--- config.mk ---
export PLATFORM = sky130hd
export DESIGN_NAME = multicycle_ctrl
export DESIGN_NICKNAME = d
export VERILOG_FILES = /design/src/rtl/multicycle_ctrl_pkg.sv /design/src/rtl/mc_mem_wait_timer.sv /design/src/rtl/multicycle_ctrl.sv
export SDC_FILE = /design/constraint.sdc
export NUM_CORES = 1
export LEC_CHECK = 0
export ABC_AREA = 1
export BUFFER_PORTS_ARGS = -buffer_cell sky130_fd_sc_hd__buf_2
export CELL_PAD_IN_SITES_DETAIL_PLACEMENT = 0
export CELL_PAD_IN_SITES_GLOBAL_PLACEMENT = 1
export CORE_ASPECT_RATIO = 0.6
export CORE_MARGIN = 8
export CORE_UTILIZATION = 35
export CTS_BUF_LIST = sky130_fd_sc_hd__clkbuf_8
export DETAILED_ROUTE_END_ITERATION = 10
export GPL_TIMING_DRIVEN = 0
export PLACE_DENSITY = 0.94
export SLEW_MARGIN = 20
export SYNTH_ARGS = -nofsm -noshare
export SYNTH_HDL_FRONTEND = slang
export SYNTH_SLANG_ARGS = --single-unit
--- constraint.sdc ---
create_clock -name clk_i -period 2.45 [get_ports clk_i]
set_input_delay 0.245 -clock clk_i [delete_from_list [all_inputs] [get_ports clk_i]]
set_output_delay 0.245 -clock clk_i [all_outputs]
set_load 0.1 [all_outputs]
--- src/rtl/multicycle_ctrl_pkg.sv ---
// Shared encodings for the multi-cycle MIPS-subset controller and its datapath.
// Holds the FSM state encoding, the supported opcodes and every mux-select /
// ALU-op encoding the controller drives.
package multicycle_ctrl_pkg;

  typedef enum logic [3:0] {
    S_IDLE     = 4'd0,
    S_FETCH    = 4'd1,
    S_DECODE   = 4'd2,
    S_EXEC_R   = 4'd3,
    S_EXEC_I   = 4'd4,
    S_BRANCH   = 4'd5,
    S_JUMP     = 4'd6,
    S_MEM_ADDR = 4'd7,
    S_MEM_RD   = 4'd8,
    S_MEM_WR   = 4'd9,
    S_WB_R     = 4'd10,
    S_WB_I     = 4'd11,
    S_WB_MEM   = 4'd12,
    S_HALT     = 4'd15
  } state_t;

  // opcodes (instruction[31:26])
  localparam int OP_R    = 0;
  localparam int OP_J    = 2;
  localparam int OP_JAL  = 3;
  localparam int OP_BEQ  = 4;
  localparam int OP_ADDI = 8;
  localparam int OP_SLTI = 10;
  localparam int OP_LW   = 35;
  localparam int OP_SW   = 43;

  // alu_op
  localparam logic [2:0] ALU_NONE   = 3'd0;
  localparam logic [2:0] ALU_R      = 3'd1;
  localparam logic [2:0] ALU_ADDI   = 3'd2;
  localparam logic [2:0] ALU_SLTI   = 3'd3;
  localparam logic [2:0] ALU_BEQ    = 3'd4;
  localparam logic [2:0] ALU_ADD_LW = 3'd5;
  localparam logic [2:0] ALU_ADD_SW = 3'd6;

  // alu_src_b
  localparam logic [1:0] SRCB_RT     = 2'd0;
  localparam logic [1:0] SRCB_FOUR   = 2'd1;
  localparam logic [1:0] SRCB_IMM    = 2'd2;
  localparam logic [1:0] SRCB_IMM_SH = 2'd3;

  // reg_dst
  localparam logic [1:0] RDST_RT = 2'd0;
  localparam logic [1:0] RDST_RD = 2'd1;
  localparam logic [1:0] RDST_RA = 2'd2;

  // mem_to_reg
  localparam logic [1:0] M2R_ALU = 2'd0;
  localparam logic [1:0] M2R_MDR = 2'd1;
  localparam logic [1:0] M2R_PC  = 2'd2;

  // pc_src
  localparam logic [1:0] PCS_ALU    = 2'd0;
  localparam logic [1:0] PCS_ALUOUT = 2'd1;
  localparam logic [1:0] PCS_JUMP   = 2'd2;

endpackage

--- src/rtl/mc_mem_wait_timer.sv ---
// Memory-wait timer: counts cycles a memory request spends waiting for ready.
// Ports:
//   clk, rst  clock / async active-high reset
//   active    a memory request is outstanding this cycle
//   ready     memory completes the request this cycle
//   clr       restart the count (ready or a state change)
//   expired   this is the last permitted wait cycle and ready is still low
// TIMEOUT=0 disables expiry.
module mc_mem_wait_timer #(
  parameter int TIMEOUT = 8
) (
  input  logic clk,
  input  logic rst,
  input  logic active,
  input  logic ready,
  input  logic clr,
  output logic expired
);

  localparam int CW = (TIMEOUT > 1) ? $clog2(TIMEOUT) : 1;
  localparam logic [CW-1:0] LAST = CW'((TIMEOUT > 0) ? TIMEOUT - 1 : 0);

  logic [CW-1:0] cnt;

  // With TIMEOUT=0 the counter simply wraps; expiry is masked below.
  always_ff @(posedge clk or posedge rst) begin
    if (rst)                cnt <= '0;
    else if (!active || clr) cnt <= '0;
    else                    cnt <= cnt + 1'b1;
  end

  assign expired = (TIMEOUT != 0) && active && !ready && (cnt == LAST);

endmodule

--- src/rtl/multicycle_ctrl.sv ---
// Multi-cycle control FSM for the single-issue MIPS-subset core.
// Sequences the shared ALU and unified memory port through
// FETCH/DECODE/EXEC/MEM/WB and drives all datapath selects and enables.
// Ports:
//   clk_i, rst_i          clock / async active-high reset
//   opcode_i, zero_i      IR opcode, ALU zero flag
//   mem_ready_i           memory completes current access
//   pc_write_o .. pc_src_o  datapath controls
//   retire_o, illegal_o   single-cycle event pulses
//   bus_err_o             sticky memory timeout flag (core halted)
//   state_o               current state, for debug
module multicycle_ctrl
  import multicycle_ctrl_pkg::*;
#(
  parameter int TIMEOUT = 8,
  parameter int OP_W    = 6
) (
  input  logic            clk_i,
  input  logic            rst_i,
  input  logic [OP_W-1:0] opcode_i,
  input  logic            zero_i,
  input  logic            mem_ready_i,
  output logic            pc_write_o,
  output logic            ir_write_o,
  output logic            iord_o,
  output logic            mem_read_o,
  output logic            mem_write_o,
  output logic            reg_write_o,
  output logic            alu_src_a_o,
  output logic [1:0]      alu_src_b_o,
  output logic [2:0]      alu_op_o,
  output logic [1:0]      reg_dst_o,
  output logic [1:0]      mem_to_reg_o,
  output logic [1:0]      pc_src_o,
  output logic            retire_o,
  output logic            illegal_o,
  output logic            bus_err_o,
  output logic [3:0]      state_o
);

  state_t state, next;
  logic   wait_active, expired, bus_err;

  function automatic logic is_op(input logic [OP_W-1:0] op, input int code);
    return op == OP_W'(code);
  endfunction

  assign wait_active = (state == S_FETCH) || (state == S_MEM_RD) || (state == S_MEM_WR);

  mc_mem_wait_timer #(.TIMEOUT(TIMEOUT)) u_timer (
    .clk     (clk_i),
    .rst     (rst_i),
    .active  (wait_active),
    .ready   (mem_ready_i),
    .clr     (mem_ready_i || (next != state)),
    .expired (expired)
  );

  always_ff @(posedge clk_i or posedge rst_i) begin
    if (rst_i) begin
      state   <= S_IDLE;
      bus_err <= 1'b0;
    end else begin
      state   <= next;
      bus_err <= bus_err || (next == S_HALT);
    end
  end

  always_comb begin
    next         = state;
    pc_write_o   = 1'b0;
    ir_write_o   = 1'b0;
    iord_o       = 1'b0;
    mem_read_o   = 1'b0;
    mem_write_o  = 1'b0;
    reg_write_o  = 1'b0;
    alu_src_a_o  = 1'b0;
    alu_src_b_o  = SRCB_RT;
    alu_op_o     = ALU_NONE;
    reg_dst_o    = RDST_RT;
    mem_to_reg_o = M2R_ALU;
    pc_src_o     = PCS_ALU;
    retire_o     = 1'b0;
    illegal_o    = 1'b0;
    case (state)
      S_IDLE: next = S_FETCH;
      S_FETCH: begin
        mem_read_o  = 1'b1;
        alu_src_b_o = SRCB_FOUR;
        alu_op_o    = ALU_ADD_LW;
        if (mem_ready_i) begin
          ir_write_o = 1'b1;
          pc_write_o = 1'b1;
          next       = S_DECODE;
        end else if (expired) begin
          next = S_HALT;
        end
      end
      S_DECODE: begin
        // Branch target computed speculatively into ALUOut.
        alu_src_b_o = SRCB_IMM_SH;
        alu_op_o    = ALU_ADD_LW;
        if (is_op(opcode_i, OP_R))                                 next = S_EXEC_R;
        else if (is_op(opcode_i, OP_ADDI) || is_op(opcode_i, OP_SLTI)) next = S_EXEC_I;
        else if (is_op(opcode_i, OP_BEQ))                          next = S_BRANCH;
        else if (is_op(opcode_i, OP_LW) || is_op(opcode_i, OP_SW)) next = S_MEM_ADDR;
        else if (is_op(opcode_i, OP_J) || is_op(opcode_i, OP_JAL)) next = S_JUMP;
        else begin
          illegal_o = 1'b1;
          next      = S_FETCH;
        end
      end
      S_EXEC_R: begin
        alu_src_a_o = 1'b1;
        alu_op_o    = ALU_R;
        next        = S_WB_R;
      end
      S_EXEC_I: begin
        alu_src_a_o = 1'b1;
        alu_src_b_o = SRCB_IMM;
        alu_op_o    = is_op(opcode_i, OP_SLTI) ? ALU_SLTI : ALU_ADDI;
        next        = S_WB_I;
      end
      S_BRANCH: begin
        alu_src_a_o = 1'b1;
        alu_op_o    = ALU_BEQ;
        pc_src_o    = PCS_ALUOUT;
        pc_write_o  = zero_i;
        retire_o    = 1'b1;
        next        = S_FETCH;
      end
      S_JUMP: begin
        pc_src_o   = PCS_JUMP;
        pc_write_o = 1'b1;
        retire_o   = 1'b1;
        // jal links PC, which already holds PC+4 from FETCH.
        if (is_op(opcode_i, OP_JAL)) begin
          reg_write_o  = 1'b1;
          reg_dst_o    = RDST_RA;
          mem_to_reg_o = M2R_PC;
        end
        next = S_FETCH;
      end
      S_MEM_ADDR: begin
        alu_src_a_o = 1'b1;
        alu_src_b_o = SRCB_IMM;
        if (is_op(opcode_i, OP_SW)) begin
          alu_op_o = ALU_ADD_SW;
          next     = S_MEM_WR;
        end else begin
          alu_op_o = ALU_ADD_LW;
          next     = S_MEM_RD;
        end
      end
      S_MEM_RD: begin
        iord_o     = 1'b1;
        mem_read_o = 1'b1;
        if (mem_ready_i)  next = S_WB_MEM;
        else if (expired) next = S_HALT;
      end
      S_MEM_WR: begin
        iord_o      = 1'b1;
        mem_write_o = 1'b1;
        if (mem_ready_i) begin
          retire_o = 1'b1;
          next     = S_FETCH;
        end else if (expired) begin
          next = S_HALT;
        end
      end
      S_WB_R: begin
        reg_write_o = 1'b1;
        reg_dst_o   = RDST_RD;
        retire_o    = 1'b1;
        next        = S_FETCH;
      end
      S_WB_I: begin
        reg_write_o = 1'b1;
        retire_o    = 1'b1;
        next        = S_FETCH;
      end
      S_WB_MEM: begin
        reg_write_o  = 1'b1;
        mem_to_reg_o = M2R_MDR;
        retire_o     = 1'b1;
        next         = S_FETCH;
      end
      S_HALT: next = S_HALT;
      default: next = S_FETCH;  // unused encodings recover
    endcase
  end

  assign bus_err_o = bus_err;
  assign state_o   = state;

endmodule

==> flow_summary.json <==
{
  "diodes": 0,
  "antenna_found_initial": 0,
  "routed-via-count": 954,
  "grt_max_degree": 9,
  "crit_family": "buffers and inverters",
  "cts_root_buf": "clkbuf_8",
  "slew_violations": 0,
  "syn_nets": 143,
  "outcome": "completed",
  "cts_buffers": 3,
  "relSlewSlack_pct": 66.89,
  "overflow": 0,
  "drt_pre_antenna_iters": 4,
  "worst-path-buf-inv": 4,
  "setup_violations": 0,
  "finalClockSkew_ps": 4.835,
  "seq_area_frac_synth_pct": 23.60,
  "rsz0062_at_grt": "no",
  "synth_top_area_share_pct": 23.60,
  "drt-met1-wl_um": 1269,
  "viasPerCell": 4.770,
  "crit_slowest_cell": "dfrtp_4",
  "grt_pass1_wl_um": 4388,
  "remaining_drc_errors": 0,
  "cts_setup_buffers": 0,
  "clkTransAtPathRegs_ps": 40,
  "critPathLaunchType": "register",
  "pre_cts_ws_ps": 557.8,
  "fin_crit_sh_pct": 87.15,
  "fp.dieH_um": 54.14,
  "drive_gt1_share_pct": 50.00,
  "worst_ep_required_time_ps": 2200,
  "layout.nets": 183,
  "ant_nets": 0,
  "worst-slew-pin-transition_ps": 500.1,
  "ys_types": 24,
  "crit_type": "reg -> out",
  "synth_warnings": 0,
  "worstSkewPairLatency_ps": 230,
  "maxCapViolCount": 0,
  "yosysTopAreaCell": "dfrtp_1",
  "row_count": 13,
  "path_cells": "inv_2, nand2_2, nor2_4, inv_2, nor2_4, buf_12, buf_2",
  "chipWidth_um": 79.56,
  "area_growth_pct": 46.75,
  "final_common_cell": "buf_2",
  "hp-class": "in -> reg",
  "final-hold-violation-count": 0,
  "htree_levels": 1,
  "initial_core_util_pct": 38.07,
  "end_kind": "output port",
  "worstPathArrival_ps": 1890,
  "slowest_delay_ps": 520,
  "gp_congestion": 0.7817,
  "clock.fmax_mhz": 468.3,
  "clockBufferDepth": 2,
  "fillers": 223,
  "finalWorstSetupSlack_ps": 314.8,
  "drt-wirelength-per-cell_um": 13.46,
  "cts_resized": 0,
  "die-area_um2": 4307,
  "wl_met2_um": 1248,
  "multi_input_area_um2": 639.4,
  "seq_area_um2": 215.2,
  "netlist_area_um2": 848.3,
  "path_max_fanout": 7,
  "cts_sinks": 8,
  "period_minus_slack_ps": 2135,
  "cts_tree": "yes",
  "wl_um": 2691,
  "grt_pass1_vias": 936,
  "io_buffers": 34,
  "grt_usage_pct": 13.14,
  "final_cell_mix": "buf_2 (34), nand2_1 (21), nor2_1 (21), inv_1 (18), nand3_1 (10)",
  "ys_ff_latch": 8,
  "wl_met3_um": 145,
  "dp_hpwl_um": 2277,
  "synth_cells": 131,
  "avgSynthCellArea_um2": 6.476,
  "pin_count": 35,
  "synth_area_leaders": "dfrtp_1 (24%), nor2_1 (11%), nand2_1 (9.3%)",
  "whs_ps": 424.6,
  "routed.top_layer": "met4",
  "drtIter0Drc": 64,
  "core_um2": 2228
}
==> registers in the layout (all words and copies together), names as in the netlist <==
register	flops
bus_err_o	1
state_o	4
u_timer.cnt	3
==> final cells by class <==
| cell class | instances | area share (%) |
|---|---|---|
| multi-input combinational | 96 | 51.36 |
| clock inverter | 1 | 0.3015 |
| timing repair buffer | 35 | 14.47 |
| buffer | 2 | 2.513 |
| sequential | 8 | 17.29 |
| tap | 30 | 3.015 |
| inverter | 25 | 7.739 |
| clock buffer | 3 | 3.317 |
==> kinds of logic (layout without fill, tap and decap cells) <==
logic type               after synthesis  in the layout  share of synthesized area, %
buffers and inverters                 27             66                         12.83
flip-flops                             8              8                         23.60
adder cells (fa/ha/maj)                2              2                         2.949
AO/OA/AOI/OAI                         10             10                         7.375
AND/OR/NAND/NOR                       84             84                         53.24
==> final timing paths <==
path	start	end	slack [ps]	depth (start not counted)
worst max-delay path	state_o[0]	reg_dst_o[1]	310	7
worst min-delay path	mem_ready_i	state_o[3]	420	5
worst max register to register	state_o[1]	state_o[0]	840	7
worst min register to register	u_timer.cnt[0]	u_timer.cnt[0]	430	1
max in group asynchronous	rst_i	state_o[3]	1670	3
min in group asynchronous	rst_i	state_o[2]	520	3
==> synth_stat cells <==
master,count
nor2_2,5
nor2_4,3
nand3_4,2
nor4_1,2
nand3_1,11
dfrtp_1,8
nand2_2,8
buf_4,2
nand2_4,1
inv_1,19
o21bai_1,1
a211o_1,1
nand3_2,2
nand2_1,21
nor2_1,25
o211ai_1,1
nor3_2,2
nor3_1,2
ha_1,2
a21oi_1,1
inv_2,6
o21ai_1,1
o21ai_0,4
o221ai_1,1
==> worst reg2reg max path, delay by kind of cell, from the launching register on <==
| kind | cells | cell delay [ps] |
|---|---|---|
| simple gates | 5 | 710 |
| compound gates | 1 | 150 |
| flops | 1 | 460 |
| buf+inv | 1 | 150 |
==> per-layer routing <==
layer | track usage [%] | vias up
met5 | 0 | -
met4 | 3.659 | 0
met3 | 3.654 | 5
met2 | 22.07 | 21
met1 | 16.32 | 436
li1 | - | 492
==> metrics by stage <==
stage	TNS, ps	util, %	std cells	instance area [um^2]
2_1_floorplan	-888.8	-	131	982.2
3_3_place_gp	0	53.40	195	1190
3_5_place_dp	0	53.40	195	1190
4_1_cts	0	55.87	200	1245
5_1_grt	0	55.87	200	1245
6_report	0	55.87	200	1245
==> what timing repair did <==
item | in CTS | in global routing
setup endpoints to repair | 0 | 0
hold buffers | 1 | 0
endpoints found under the hold margin | 8 | 0
Power is not shown: default switching activity piles up to over one toggle a cycle in this logic, so the estimate is an artifact.
